### src/rtl/spi_window_receiver.sv
// Oversampled SPI column ingest building a sliding KSIZE x KSIZE pixel window with valid/ready output.
// Define SPI_CS_ABORT_EN to drop a partial message when chip select deasserts mid-message.
module spi_window_receiver #(
  parameter int PIX_BITS    = 4,
  parameter int KSIZE       = 3,
  parameter int IMG_WIDTH   = 640,
  parameter int IMG_HEIGHT  = 480,
  parameter int SYNC_STAGES = 2
) (
  input  logic                               mainClk,
  input  logic                               reset,
  input  logic                               spiClk,
  input  logic                               ncs,
  input  logic                               sdi,
  input  logic                               windowReady,
  output logic [KSIZE*KSIZE*PIX_BITS-1:0]    pixelWindow,
  output logic                               windowValid,
  output logic [$clog2(IMG_WIDTH)-1:0]       winX,
  output logic [$clog2(IMG_HEIGHT)-1:0]      winY,
  output logic                               frameDone,
  output logic                               overflow
);

  localparam int MSG_BITS = KSIZE * PIX_BITS;
  localparam int WIN_BITS = KSIZE * MSG_BITS;
  localparam int XW       = $clog2(IMG_WIDTH);
  localparam int YW       = $clog2(IMG_HEIGHT);
  localparam int CW       = $clog2(MSG_BITS);
  localparam int FW       = $clog2(KSIZE + 1);

  localparam logic [XW-1:0] X_LAST    = XW'(IMG_WIDTH - 1);
  localparam logic [YW-1:0] Y_LAST    = YW'(IMG_HEIGHT - 1);
  localparam logic [CW-1:0] CNT_LAST  = CW'(MSG_BITS - 1);
  localparam logic [FW-1:0] FILL_FULL = FW'(KSIZE);

  typedef enum logic {IDLE, VALID} state_t;

  logic [SYNC_STAGES-1:0] sclk_sr, ncs_sr, sdi_sr;
  logic                   sclk_prev;
  logic                   sclk_s, ncs_s, sdi_s;
  logic                   sample;
  logic [MSG_BITS-1:0]    shreg, msg_next;
  logic [CW-1:0]          bit_cnt;
  logic                   col_done;
  logic [MSG_BITS-1:0]    new_col;
  logic [WIN_BITS-1:0]    win_store, window_next;
  logic [FW-1:0]          fill, fill_next;
  logic [XW-1:0]          x;
  logic [YW-1:0]          y;
  logic                   qualify;
  state_t                 state, state_next;
  logic                   load, set_ovf;

  always_ff @(posedge mainClk) begin
    if (reset) begin
      sclk_sr   <= '0;
      ncs_sr    <= '1;
      sdi_sr    <= '0;
      sclk_prev <= 1'b0;
    end else begin
      sclk_sr   <= {sclk_sr[SYNC_STAGES-2:0], spiClk};
      ncs_sr    <= {ncs_sr[SYNC_STAGES-2:0], ncs};
      sdi_sr    <= {sdi_sr[SYNC_STAGES-2:0], sdi};
      sclk_prev <= sclk_s;
    end
  end

  assign sclk_s   = sclk_sr[SYNC_STAGES-1];
  assign ncs_s    = ncs_sr[SYNC_STAGES-1];
  assign sdi_s    = sdi_sr[SYNC_STAGES-1];
  assign sample   = sclk_s & ~sclk_prev & ~ncs_s;
  assign msg_next = {shreg[MSG_BITS-2:0], sdi_s};
  assign col_done = sample && (bit_cnt == CNT_LAST);

`ifdef SPI_CS_ABORT_EN
  logic ncs_prev;
  logic ncs_rise;

  always_ff @(posedge mainClk) begin
    if (reset) ncs_prev <= 1'b1;
    else       ncs_prev <= ncs_s;
  end

  assign ncs_rise = ncs_s & ~ncs_prev;

  // Sampling needs ncs low, so an abort can never coincide with a shift.
  always_ff @(posedge mainClk) begin
    if (reset) begin
      shreg   <= '0;
      bit_cnt <= '0;
    end else if (sample) begin
      shreg   <= msg_next;
      bit_cnt <= col_done ? '0 : bit_cnt + CW'(1);
    end else if (ncs_rise && (bit_cnt != '0)) begin
      bit_cnt <= '0;
    end
  end
`else
  always_ff @(posedge mainClk) begin
    if (reset) begin
      shreg   <= '0;
      bit_cnt <= '0;
    end else if (sample) begin
      shreg   <= msg_next;
      bit_cnt <= col_done ? '0 : bit_cnt + CW'(1);
    end
  end
`endif

  // First-received pixel (message MSBs) becomes row 0.
  always_comb begin
    new_col = '0;
    for (int r = 0; r < KSIZE; r++) begin
      new_col[r*PIX_BITS +: PIX_BITS] = msg_next[MSG_BITS-1-r*PIX_BITS -: PIX_BITS];
    end
  end

  assign window_next = {new_col, win_store[WIN_BITS-1:MSG_BITS]};

  always_comb begin
    fill_next = fill;
    if (x == '0)               fill_next = FW'(1);
    else if (fill != FILL_FULL) fill_next = fill + FW'(1);
  end

  assign qualify = col_done && (fill_next == FILL_FULL);

  always_ff @(posedge mainClk) begin
    if (reset) begin
      win_store <= '0;
      fill      <= '0;
      x         <= '0;
      y         <= '0;
      frameDone <= 1'b0;
    end else begin
      frameDone <= col_done && (x == X_LAST) && (y == Y_LAST);
      if (col_done) begin
        win_store <= window_next;
        fill      <= fill_next;
        if (x == X_LAST) begin
          x <= '0;
          y <= (y == Y_LAST) ? '0 : y + YW'(1);
        end else begin
          x <= x + XW'(1);
        end
      end
    end
  end

  always_ff @(posedge mainClk) begin
    if (reset) state <= IDLE;
    else       state <= state_next;
  end

  always_comb begin
    state_next = state;
    load       = 1'b0;
    set_ovf    = 1'b0;
    case (state)
      IDLE: begin
        if (qualify) begin
          load       = 1'b1;
          state_next = VALID;
        end
      end
      VALID: begin
        if (qualify) begin
          load    = 1'b1;
          set_ovf = ~windowReady;
        end else if (windowReady) begin
          state_next = IDLE;
        end
      end
      default: state_next = IDLE;
    endcase
  end

  always_ff @(posedge mainClk) begin
    if (reset) begin
      pixelWindow <= '0;
      winX        <= '0;
      winY        <= '0;
      overflow    <= 1'b0;
    end else begin
      if (load) begin
        pixelWindow <= window_next;
        winX        <= x;
        winY        <= y;
      end
      if (set_ovf) overflow <= 1'b1;
    end
  end

  assign windowValid = (state == VALID);

endmodule

### config.mk
export PLATFORM = sky130hd
export DESIGN_NAME = spi_window_receiver
export DESIGN_NICKNAME = d
export VERILOG_FILES = /design/src/rtl/spi_window_receiver.sv
export SDC_FILE = /design/constraint.sdc
export NUM_CORES = 1
export LEC_CHECK = 0
export ABC_AREA = 0
export BUFFER_PORTS_ARGS = -buffer_cell sky130_fd_sc_hd__buf_2
export CAP_MARGIN = 0
export CORE_MARGIN = 5
export CORE_UTILIZATION = 45
export DETAILED_ROUTE_END_ITERATION = 8
export HOLD_SLACK_MARGIN = 0.08
export PLACE_DENSITY = 0.68
export SLEW_MARGIN = 20
export SYNTH_ARGS = -nofsm -noshare
export SYNTH_HDL_FRONTEND = slang
export SYNTH_SLANG_ARGS = --single-unit
### constraint.sdc
create_clock -name mainClk -period 2.15 [get_ports mainClk]
set_input_delay 0.43 -clock mainClk [delete_from_list [all_inputs] [get_ports mainClk]]
set_output_delay 0.43 -clock mainClk [all_outputs]
set_load 0.01 [all_outputs]
==> summary.md, run 1 <==
| Metric | Value |
|---|---|
| Area after DPL | `0.00541 sq mm` |
| Xor-xnor portion of the synthesized cell area | `1.27%` |
| Total wire length | `around 12,000 microns` |
| Via count | `about 4,400` |
| Clock Skew | `between 6 and 7 ps` |
| Initial antenna violation count | `0` |
| Synth area leaders | `dfxtp_1 52%, a21oi_1 11%, nand3_1 6.5%` |
| Register Area | `about 0.0025 sq mm` |
| I/O pins | `64` |
| Compound-Gate Fraction of Synth Area | `about 20%` |
| I/O Buffers | `63` |
| Final ANT Viol Nets | `0` |
| CTS buffer count | `17` |
| Vias per cell | `approximately 5.5` |
| Share of cells above drive strength 1 | `approximately 20%` |
| Number of fill cells in the layout | `960` |
| Placement Setup Slack | `-58.9 ps` |
| Worst Path Required | `2600 ps` |
| Final hold vios | `0` |
| Mapped Cells | `590` |
| Cell variety after synth | `roughly 40` |
| Area delta synth->final | `25.5%` |
| Multi-input logic area | `roughly 0.0021 sq mm` |
| Die width | `between 100 and 150 microns` |
| Max Root-Sink Buffers | `2` |
| Critical Path Start | `bit_cnt[0]` |
| # clock sinks | `~130` |
| Share of the synthesized area in the top cell type | `a little over 50%` |
| Drc violations | `0` |
| Synth warn | `0` |
| Max rail drop VDD | `just over 0.0005 V` |
| Tcrit/Tclk final | `93.4%` |
| Multiplexer share of the synthesized area | `0%` |
| GPL Wtd Cong | `roughly 0.82` |
| Diode count | `0` |
| Fin. max-slew vios | `0` |
| Standard-cell rows | `37` |
| Fraction of registers with async set/reset | `0%` |
| Die area | `0.0129 sq mm` |
| Setup-failing EPs final | `0` |
| CTS root buf | `clkbuf_8` |
| Synth Register Bits | `roughly 130` |
| Most used flip-flop cell after synthesis | `dfxtp_1` |
| Critical Path Source Type | `flip-flop` |
| CP Class | `reg2reg` |
| Max Cap Viol | `0` |
| Leak Pwr | `2.25 nW` |
| M2 GR Usage | `~30%` |
| Hold Path Origin | `spiClk` |
| DIE HEIGHT | `about 110 microns` |
| H-tree levels | `4` |
| Slew HR | `about 72%` |
| Clk_lat worst skew | `approximately 520 ps` |
| Grt total ovfl | `0` |
| CORE AREA | `roughly 0.010 sq mm` |
| Crit-path cells | `ha_1, nand3b_1, or4_4, buf_4, or3_1, a21oi_1` |
| Total track usage | `19.7%` |
| RR Startpoint | `bit_cnt[0]` |
| Post-Synth Adder-Cell Area | `under 10%` |
| Post-Place Cells | `766` |
| NumNets Final | `660` |
| Met3 Use GR | `5.36%` |
| Post-DP HPWL | `between 8000 and 9000 microns` |
| First drt pass iteration count | `5` |
| RSZ-0062 raised after global routing | `false` |
| Clock transition at the registers of the reported paths | `around 60 ps` |
| Vias in the first global route | `about 4,200` |
| TritonCTS clock tree | `yes` |
| Critical path fanouts, max | `11` |
| Final Cell Area | `around 0.006 sq mm` |
| First-pass GRT wire length | `slightly above 20,000 microns` |
| Met1 usage | `between 20% and 30%` |
| Hold Path Class | `in2reg` |
| Layout Cells excl Fill | `approximately 800` |
| Busiest grt layer | `met2` |
| Post-route worst setup slack | `between 100 and 150 ps` |
| Post-layout util | `between 50% and 60%` |
| Syn Std Cell Area | `about 0.0048 sq mm` |
| Largest net degree at the start of global routing | `57` |
| Starting DRT DRC Count | `334` |
| Post-synthesis sequential area ratio | `between 50 and 60%` |
| CP Capture Type | `flip-flop` |
| Largest stage delay, worst path | `approximately 600 ps` |
| Syn nets | `600` |
| Status | `complete, no violations` |
| Largest area contributor in the synthesized netlist | `dfxtp_1` |
| Synth Area in Simple Gates | `a little over a fifth` |
| Mean Syn Cell Area | `roughly 8.2 sq um` |
| Slowest stage cell, crit path | `or4_4` |
| Power Density | `between 900 and 1000 mW/mm^2` |
| Final Critical Period | `about 2000 ps` |
| Slew at the pin with the worst max-slew slack | `~420 ps` |
| Post-synth EDFFs | `0` |
| Largest family of logic cells by synthesized area | `simple AND/OR/NAND/NOR gates` |
| WL/cell | `roughly 15 microns` |
| Arrival time worst endpoint | `2460 ps` |
| Initial cell density of the core | `between 40% and 50%` |
| F_max | `0.498 GHz` |
| Min Hold Slack | `120 ps` |
## kinds of logic (layout without fill, tap and decap cells)
logic type                 count (synthesis)  in the layout
and+or+nand+nor                          213            213
AOI/OAI and AO/OA                        184            184
DFF                                      125            125
buffers and inverters                     57            130
xor gates and xnor gates                   7              7
adders and majority gates                  4              4
## metal layers
layer / vias up / routed length (microns)
li1: 2202 / -
met1: 2082 / 5920
met2: 124 / 5420
met3: 14 / 694
met4: 0 / 176
met5: - / 0
## cell type report
cell class | count | area share [%]
Multi-Input combinational cell | 408 | 35.1
Inverter | 4 | 0.247
Sequential cell | 125 | 41.2
Clock inverter | 13 | 3.46
Tap cell | 136 | 2.80
Timing Repair Buffer | 94 | 9.93
Clock buffer | 19 | 7.28
## Yosys cell counts (5+ instances only)
master	number
nor2b_1	7
nand2_1	84
a21oi_1	108
nor2_1	14
dfxtp_1	125
xor2_1	5
or3_1	6
o21ai_0	61
clkbuf_1	48
nand3_1	63
nor3_1	5
nand4_1	10
## timing repair
item	4_1_cts	5_1_grt
hold buffers	1	0
gates resized for setup	1	0
pin swaps	0	1
setup buffers	0	0
endpoints found under the hold margin	1	0
setup endpoints to repair	3	3
## registers in the layout (all words and copies together) (netlist names)
name         flops
pixelWindow     36
win_store       24
sclk_prev        1
fill             2
frameDone        1
bit_cnt          4
winY             9
sclk_sr          2
winX            10
windowValid      1
ncs_sr           2
x               10
sdi_sr           2
overflow         1
shreg           11
y                9
## per-stage QoR
stage / TNS, ps / power, mW
after detailed placement: -117 / 2.43
after CTS: 0 / 5.53
after global routing: 0 / 5.67
final: 0 / 5.49
after floorplan: 0 / 2.41
after global placement: -34.3 / 2.43
## worst max-delay path, delay by kind of cell, from the launching register on
family | cells | cell delay, ps
flops | 1 | 370
buf+inv | 1 | 170
fa+ha+maj | 1 | 200
simple gates | 3 | 1040
compound gates | 1 | 140
## final timing paths
check	to	slack, ps	depth (start not counted)
setup reg to reg	x[8]	140	6
hold reg to reg	ncs_sr[1]	410	1
hold / removal	sclk_sr[0]	120	2
setup / recovery	x[8]	140	6
## report_power, final
group | switching, mW | leakage, nW | internal (mW)
clock | 1.03 | 0.315 | 2.07
combinational | 0.0436 | 0.923 | 0.0167
sequential | 0.00259 | 1.01 | 2.32
total | 1.08 | 2.25 | 4.41
## layout by cell type (no fill, tap or decap), drive strengths merged, types with 3 or more instances in the layout
cell type | Yosys | layout
or4 | 3 | 3
clkinv | 0 | 4
o21ai | 61 | 61
nand2 | 84 | 84
nand3 | 63 | 63
dfxtp | 125 | 125
nor3 | 5 | 5
nand4 | 10 | 10
ha | 4 | 4
nor2 | 14 | 14
a21oi | 108 | 108
xor2 | 5 | 5
and3 | 4 | 4
inv | 4 | 6
bufinv | 0 | 5
o31ai | 4 | 4
nor2b | 7 | 7
or3 | 6 | 6
clkbuf | 48 | 19
buf | 5 | 93
or2 | 3 | 3
(Power assumes the default switching activity.)
==> run 2: changes to the inputs <==
--- a/config.mk
+++ b/config.mk
@@ -12,7 +12,7 @@
 export CORE_UTILIZATION = 45
 export DETAILED_ROUTE_END_ITERATION = 8
 export HOLD_SLACK_MARGIN = 0.08
-export PLACE_DENSITY = 0.68
+export PLACE_DENSITY = 0.66
 export SLEW_MARGIN = 20
 export SYNTH_ARGS = -nofsm -noshare
 export SYNTH_HDL_FRONTEND = slang
==> constraint.sdc (replaced) <==
create_clock -name mainClk -period 1.9 [get_ports mainClk]
set_input_delay 0.38 -clock mainClk [delete_from_list [all_inputs] [get_ports mainClk]]
set_output_delay 0.38 -clock mainClk [all_outputs]
set_load 0.01 [all_outputs]
==> run 2 against run 1 <==
- total power up 4.0%
- wire length down 0.62%
- first-iteration DRC count up 1.8%
- die area unchanged
- critical path type unchanged
- largest power group unchanged
==> summary.md, run 2 (synthesis results as in run 1) <==
| Metric | Value |
|---|---|
| Max Cap Viol | `0 (unchanged)` |
| TritonCTS clock tree | `yes` |
| Critical path fanouts, max | `16 (+5)` |
| Setup-failing EPs final | `0 (unchanged)` |
| Clk_lat worst skew | `510 ps (about the same)` |
| F_max | `0.540 GHz (+8.6%)` |
| NumNets Final | `671 (+1.7%)` |
| Max reg flops | `36 (unchanged)` |
| CTS root buf | `clkbuf_8` |
| Slew HR | `73.4% (+1.6 points)` |
| WL/cell | `15.0 microns (-2.0%)` |
| Max rail drop VDD | `0.000471 V (-9.2%)` |
| RR Startpoint | `ncs_sr[1]` |
| Min-Delay Endpoint | `windowValid` |
| Slew at the pin with the worst max-slew slack | `395 ps (-28.5 ps)` |
| RSZ-0062 raised after global routing | `true` |
| Clock transition at the registers of the reported paths | `60 ps (about the same)` |
| H-tree levels | `4 (unchanged)` |
| Initial antenna violation count | `0 (unchanged)` |
| Leading registers by flop count | `pixelWindow x36, win_store x24, shreg x11` |
| Clock Skew | `7.48 ps (+1.42 ps)` |
| Number of fill cells in the layout | `908 (-5.4%)` |
| Biggest register | `pixelWindow` |
| Post-Place Cells | `769 (+0.39%)` |
| R2R cell count | `6 (unchanged)` |
| Vias per cell | `5.50 (-0.60%)` |
| Max Root-Sink Buffers | `2 (unchanged)` |
| Standard-cell rows | `37 (unchanged)` |
| Die area | `0.0129 sq mm (unchanged)` |
| Total wire length | `12,100 microns (-0.62%)` |
| Fin. max-slew vios | `0 (unchanged)` |
| Grt total ovfl | `0 (unchanged)` |
| # clock sinks | `125 (unchanged)` |
| Drc violations | `0 (unchanged)` |
| Tcrit/Tclk final | `97.4% (+3.9 points)` |
| I/O Buffers | `63 (unchanged)` |
| Final hold vios | `0 (unchanged)` |
| I/O pins | `64 (unchanged)` |
| Switching portion of total power | `22.2% (+2.5 points)` |
| Area delta synth->final | `27.2%` |
| Final ANT Viol Nets | `0 (unchanged)` |
| Internal power | `4.44 mW (+0.71%)` |
| DIE HEIGHT | `114 microns (unchanged)` |
| Status | `complete, no violations` |
| Clock power frac | `52.6% (-3.9 points)` |
| CTS buffer count | `17 (unchanged)` |
| Hold Path Depth | `3 (+1)` |
| Initial cell density of the core | `46.4% (unchanged)` |
| Arrival time worst endpoint | `2250 ps (-210 ps)` |
| Combinational fraction of design power | `1.3% (+0.2 points)` |
| Vias in the first global route | `4,108 (-3.1%)` |
| Most frequent cells in the layout | `123 x dfxtp_1, 107 x a21oi_1, 83 x nand2_1` |
| Power Density | `927 mW/mm^2 (+2.6%)` |
| Final setup TNS | `0 ps (unchanged)` |
| Hold Path Origin | `windowReady` |
| Largest net degree at the start of global routing | `79 (+39%)` |
| Starting DRT DRC Count | `340 (+1.8%)` |
| Post-DP HPWL | `7960 microns (-1.0%)` |
| Seq pwr share | `46.1% (+3.7 points)` |
| Final Critical Period | `1850 ps (-159 ps)` |
| Psw | `1.27 mW (+17%)` |
| Diode count | `0 (unchanged)` |
| First-pass GRT wire length | `20,000 microns (-3.2%)` |
| Die width | `114 microns (unchanged)` |
| CP Capture Type | `flip-flop` |
| Critical Path Source Type | `flip-flop` |
| CORE AREA | `0.0104 sq mm (unchanged)` |
| Leak Pwr | `2.26 nW (+0.43%)` |
| Via count | `4,456 (+0.77%)` |
| Hold Path Class | `in2reg` |
| Commonest non-fill, non-tap cell in the layout | `dfxtp_1` |
| Worst Path Required | `2300 ps (-300 ps)` |
| First drt pass iteration count | `5 (unchanged)` |
| CP Class | `reg2reg` |
| R2r setup slk | `50 ps (-90 ps)` |
| GPL Wtd Cong | `0.822 (-0.33%)` |
| Layout Cells excl Fill | `810 (+1.4%)` |
| FF-to-FF End | `y[2]` |
| Share of cells above drive strength 1 | `22.7% (+2.5 points)` |
| Total track usage | `18.7% (-0.99 points)` |
[run 2: cell types whose count changed in the layout (fill, tap and decap cells not counted), moves of 2 or more]
cell,previous run,this run
dfxtp_1,125,123
bufinv_16,5,1
dlygate4sd3_1,1,3
buf_4,27,32
inv_6,2,5
o31ai_1,4,2
buf_12,4,6
o31ai_2,0,2
[run 2: cell type report]
cell class | instances | area (sq um) | share of cell area, %
clock buffer | 18 | 428 | 6.96
clock inverter | 14 | 133 | 2.16
inverter | 4 | 15.0 | 0.244
multi-input combinational | 409 | 2190 | 35.6
sequential | 125 | 2510 | 40.8
tap | 136 | 170 | 2.77
timing repair buffer | 104 | 712 | 11.6
[run 2: how the worst max path moves through the flow]
stage | start | slack [ps] | end | depth (start not counted)
3_3_place_gp | bit_cnt[1] | 50 | y[4] | 5
6_report | ncs_sr[1] | 50 | y[2] | 6
4_1_cts | bit_cnt[1] | 20 | y[8] | 5
5_1_grt | ncs_sr[1] | -30 | y[2] | 6
3_5_place_dp | bit_cnt[1] | -20 | y[8] | 5
2_1_floorplan | bit_cnt[0] | -30 | pixelWindow[10] | 8
[run 2: layer usage]
metal / share of wire, % / global-route usage (%) / wire, microns / vias to the layer above
li1: - / - / - / 2225
met1: 48 / 26.3 / 5770 / 2093
met2: 45 / 28.7 / 5480 / 129
met3: 6.5 / 4.30 / 785 / 9
met4: 0.82 / 5.45 / 99 / 0
met5: 0 / 0 / 0 / -
[run 2: metrics by stage]
stage	power, mW	cell area (sq um)	utilization [%]	hold slack [ps]	setup WS, ps
after CTS	5.75	6080	58.4	160	24.2
after global routing	5.88	6150	59.1	185	-26.7
after floorplan	2.73	4870	-	389	-32.1
after global placement	2.76	5470	52.5	403	48.8
after detailed placement	2.76	5470	52.5	409	-16.1
final	5.71	6150	59.1	174	49.7
[run 2: power by group through the flow]
stage	logic, mW	clock network, mW	registers, mW
5_1_grt	0.0803	3.17	2.63
3_5_place_dp	0.0676	0	2.69
4_1_cts	0.0720	3.05	2.63
3_3_place_gp	0.0666	0	2.69
2_1_floorplan	0.0456	0	2.69
6_report	0.0722	3.00	2.63
[run 2: critical path, cell delays in order, from the launching register on]
cell and delay, ps:
dfxtp_1 320, or3b_1 430, buf_4 220, nor4_2 270
buf_4 200, a311oi_1 90, a31o_2 220
[run 2: repair_timing]
item                                    4_1_cts  5_1_grt
hold buffers                                  3        0
resized for setup                             0       12
endpoints found under the hold margin         3        0
cloned                                        0        1
pin swaps                                     0        2
setup buffers                                 3        2
endpoints found under the setup margin        3       13
==> run 3: changes to the inputs <==
--- a/config.mk
+++ b/config.mk
@@ -9,10 +9,10 @@
 export BUFFER_PORTS_ARGS = -buffer_cell sky130_fd_sc_hd__buf_2
 export CAP_MARGIN = 0
 export CORE_MARGIN = 5
-export CORE_UTILIZATION = 45
+export CORE_UTILIZATION = 30
 export DETAILED_ROUTE_END_ITERATION = 8
 export HOLD_SLACK_MARGIN = 0.08
-export PLACE_DENSITY = 0.66
+export PLACE_DENSITY = 0.48
 export SLEW_MARGIN = 20
 export SYNTH_ARGS = -nofsm -noshare
 export SYNTH_HDL_FRONTEND = slang
==> run 3 against run 2 <==
- total power is 1.5% higher
- non-clock buffer count down 4
- cell count grew 9.4%
- the flow now finishes with violations (negative setup slack)
- critical endpoint is now y[4]
- highest routed layer unchanged
- via count shrank 1.4%
- largest cell class unchanged
==> summary.md, run 3 (synthesis results as in run 1) <==
| Metric | Value |
|---|---|
| Post-Place Cells | `849 (+10%)` |
| Seq pwr share | `45.5% (-0.6 points)` |
| Standard-cell rows | `46 (+24%)` |
| Internal power | `4.58 mW (+3.3%)` |
| Final Cell Area | `0.00625 sq mm (+1.6%)` |
| Grt total ovfl | `0 (unchanged)` |
| Layout Cells excl Fill | `886 (+9.4%)` |
| Max rail drop VDD | `0.000565 V (+20%)` |
| Clock transition at the registers of the reported paths | `60 ps (about the same)` |
| Tcrit/Tclk final | `101% (+3.7 points)` |
| Combinational fraction of design power | `1.2% (about the same)` |
| DIE HEIGHT | `137 microns (+20%)` |
| Arrival time worst endpoint | `2220 ps (-30 ps)` |
| CTS root buf | `clkbuf_16` |
| First drt pass iteration count | `5 (unchanged)` |
| RR Startpoint | `ncs_sr[1]` |
| Worst Path Required | `2200 ps (-100 ps)` |
| Share of cells above drive strength 1 | `23.1% (+0.43 points)` |
| Status | `finished, violations left` |
| I/O Buffers | `63 (unchanged)` |
| F_max | `0.521 GHz (-3.7%)` |
| Critical Path Source Type | `flip-flop` |
| NumNets Final | `667 (-0.60%)` |
| Final Critical Period | `1920 ps (+70.8 ps)` |
| Leading registers by flop count | `pixelWindow x36, win_store x24, shreg x11` |
| Vias in the first global route | `4,234 (+3.1%)` |
| WL/cell | `14.7 microns (-2.1%)` |
| First-pass GRT wire length | `21,600 microns (+8.0%)` |
| CP Capture Type | `flip-flop` |
| Initial cell density of the core | `30.6% (-16 points)` |
| Clock power frac | `53.3% (+0.7 points)` |
| Post-layout util | `39.5% (-20 points)` |
| Leak Pwr | `2.25 nW (about the same)` |
| Commonest non-fill, non-tap cell in the layout | `dfxtp_1` |
| Clk_lat worst skew | `420 ps (-90 ps)` |
| CORE AREA | `0.0158 sq mm (+52%)` |
| Via count | `4,392 (-1.4%)` |
| Placement Setup Slack | `-9.69 ps (+6.38 ps)` |
| Max Cap Viol | `0 (unchanged)` |
| Diode count | `0 (unchanged)` |
| Post-DP HPWL | `8660 microns (+8.8%)` |
| Total track usage | `14.5% (-4.2 points)` |
| Final setup TNS | `-34.5 ps (-34.5 ps)` |
| Hold Path Origin | `ncs` |
| Most frequent cells in the layout | `122 x dfxtp_1, 106 x a21oi_1, 84 x nand2_1` |
| Die area | `0.0188 sq mm (+45%)` |
| Critical Path Start | `ncs_sr[1]` |
| Area after DPL | `0.00558 sq mm (+1.9%)` |
| Slew at the pin with the worst max-slew slack | `513 ps (+118 ps)` |
| Critical path fanouts, max | `7 (-9)` |
| Max reg flops | `36 (unchanged)` |
| I/O pins | `64 (unchanged)` |
| Tot Pwr | `5.79 mW (+1.5%)` |
| Max Root-Sink Buffers | `2 (unchanged)` |
| Multi-input logic area | `0.00220 sq mm (+0.80%)` |
| Psw | `1.20 mW (-4.9%)` |
| Met1 WL | `6430 microns (+11%)` |
| Met2 wire len | `5680 microns (+3.7%)` |
| Starting DRT DRC Count | `376 (+11%)` |
| Metal3 WL | `685 microns (-13%)` |
| Total wire length | `13,000 microns (+7.1%)` |
| CP Class | `reg2reg` |
| Final ANT Viol Nets | `0 (unchanged)` |
| CTS buffer count | `17 (unchanged)` |
| Register Area | `0.00251 sq mm (about the same)` |
| Vias per cell | `4.96 (-9.9%)` |
| Die width | `137 microns (+20%)` |
| Fin. max-slew vios | `0 (unchanged)` |
| GPL Wtd Cong | `0.799 (-2.8%)` |
| RSZ-0062 raised after global routing | `true` |
| Drc violations | `0 (unchanged)` |
| Power Density | `926 mW/mm^2 (-0.11%)` |
| Highest Signal Layer | `met4` |
| Failing checks | `negative setup slack` |
| Area delta synth->final | `29.2%` |
| H-tree levels | `4 (unchanged)` |
| Largest net degree at the start of global routing | `77 (-2.5%)` |
| Post-route worst setup slack | `-21.1 ps (-70.8 ps)` |
| Biggest register | `pixelWindow` |
| Number of fill cells in the layout | `1,620 (+78%)` |
| Initial antenna violation count | `0 (unchanged)` |
| Setup-failing EPs final | `2 (+2)` |
| # clock sinks | `125 (unchanged)` |
| Min Hold Slack | `151 ps (-23.5 ps)` |
| TritonCTS clock tree | `yes` |
| Switching portion of total power | `20.8% (-1.4 points)` |
| Final hold vios | `0 (unchanged)` |
| Clock Skew | `12.7 ps (+5.22 ps)` |
| Slew HR | `65.8% (-7.6 points)` |
| Hold Path Class | `in2reg` |
## run 3: cell count changes in the layout (fill, tap and decap cells not counted), moves of 2 or more
cell           change
clkbuf_8           +2
inv_6              -5
buf_4              -2
clkbuf_1           +2
dfxtp_2            +2
dlygate4sd3_1      -3
## run 3: per-layer routing
| metal | track usage (%) | up-vias |
|---|---|---|
| li1 | - | 2214 |
| met1 | 20.2 | 2053 |
| met2 | 21.0 | 110 |
| met3 | 3.93 | 15 |
| met4 | 6.04 | 0 |
| met5 | 0 | - |
## run 3: cell type report
cell class | instances | area share (%)
Inverter | 4 | 0.240
Timing Repair Buffer | 100 | 10.9
Multi-Input combinational cell | 409 | 35.3
Clock buffer | 23 | 7.81
Clock inverter | 9 | 1.38
Sequential cell | 125 | 40.1
Tap cell | 216 | 4.33
## run 3: repair_timing
item,CTS,global route
setup endpoints to repair,2,29
hold buffers,0,0
pin swaps,0,9
resized for setup,1,16
buffers inserted,2,2
gates cloned,1,0
endpoints found under the hold margin,0,0
## run 3: worst max-delay path, cell delays in order (launching register included)
cell and delay (ps):
dfxtp_2 320, or3b_4 400, buf_4 150, or4_4 570, o31ai_2 290, a21oi_2 80
## run 3: power groups by stage
stage | Combinational, mW | Sequential, mW | Clock, mW
floorplan | 0.0456 | 2.69 | 0
global placement | 0.0691 | 2.69 | 0
detailed placement | 0.0705 | 2.69 | 0
CTS | 0.0707 | 2.63 | 3.16
global route | 0.0794 | 2.63 | 3.29
finish | 0.0720 | 2.63 | 3.08
## run 3: worst paths after layout
| check | cells past startpoint | slack (ps) | end |
|---|---|---|---|
| max | 5 | -20 | y[4] |
| max reg2reg | 5 | -20 | y[4] |
| min | 2 | 150 | ncs_sr[0] |
| min reg2reg | 1 | 440 | sdi_sr[1] |
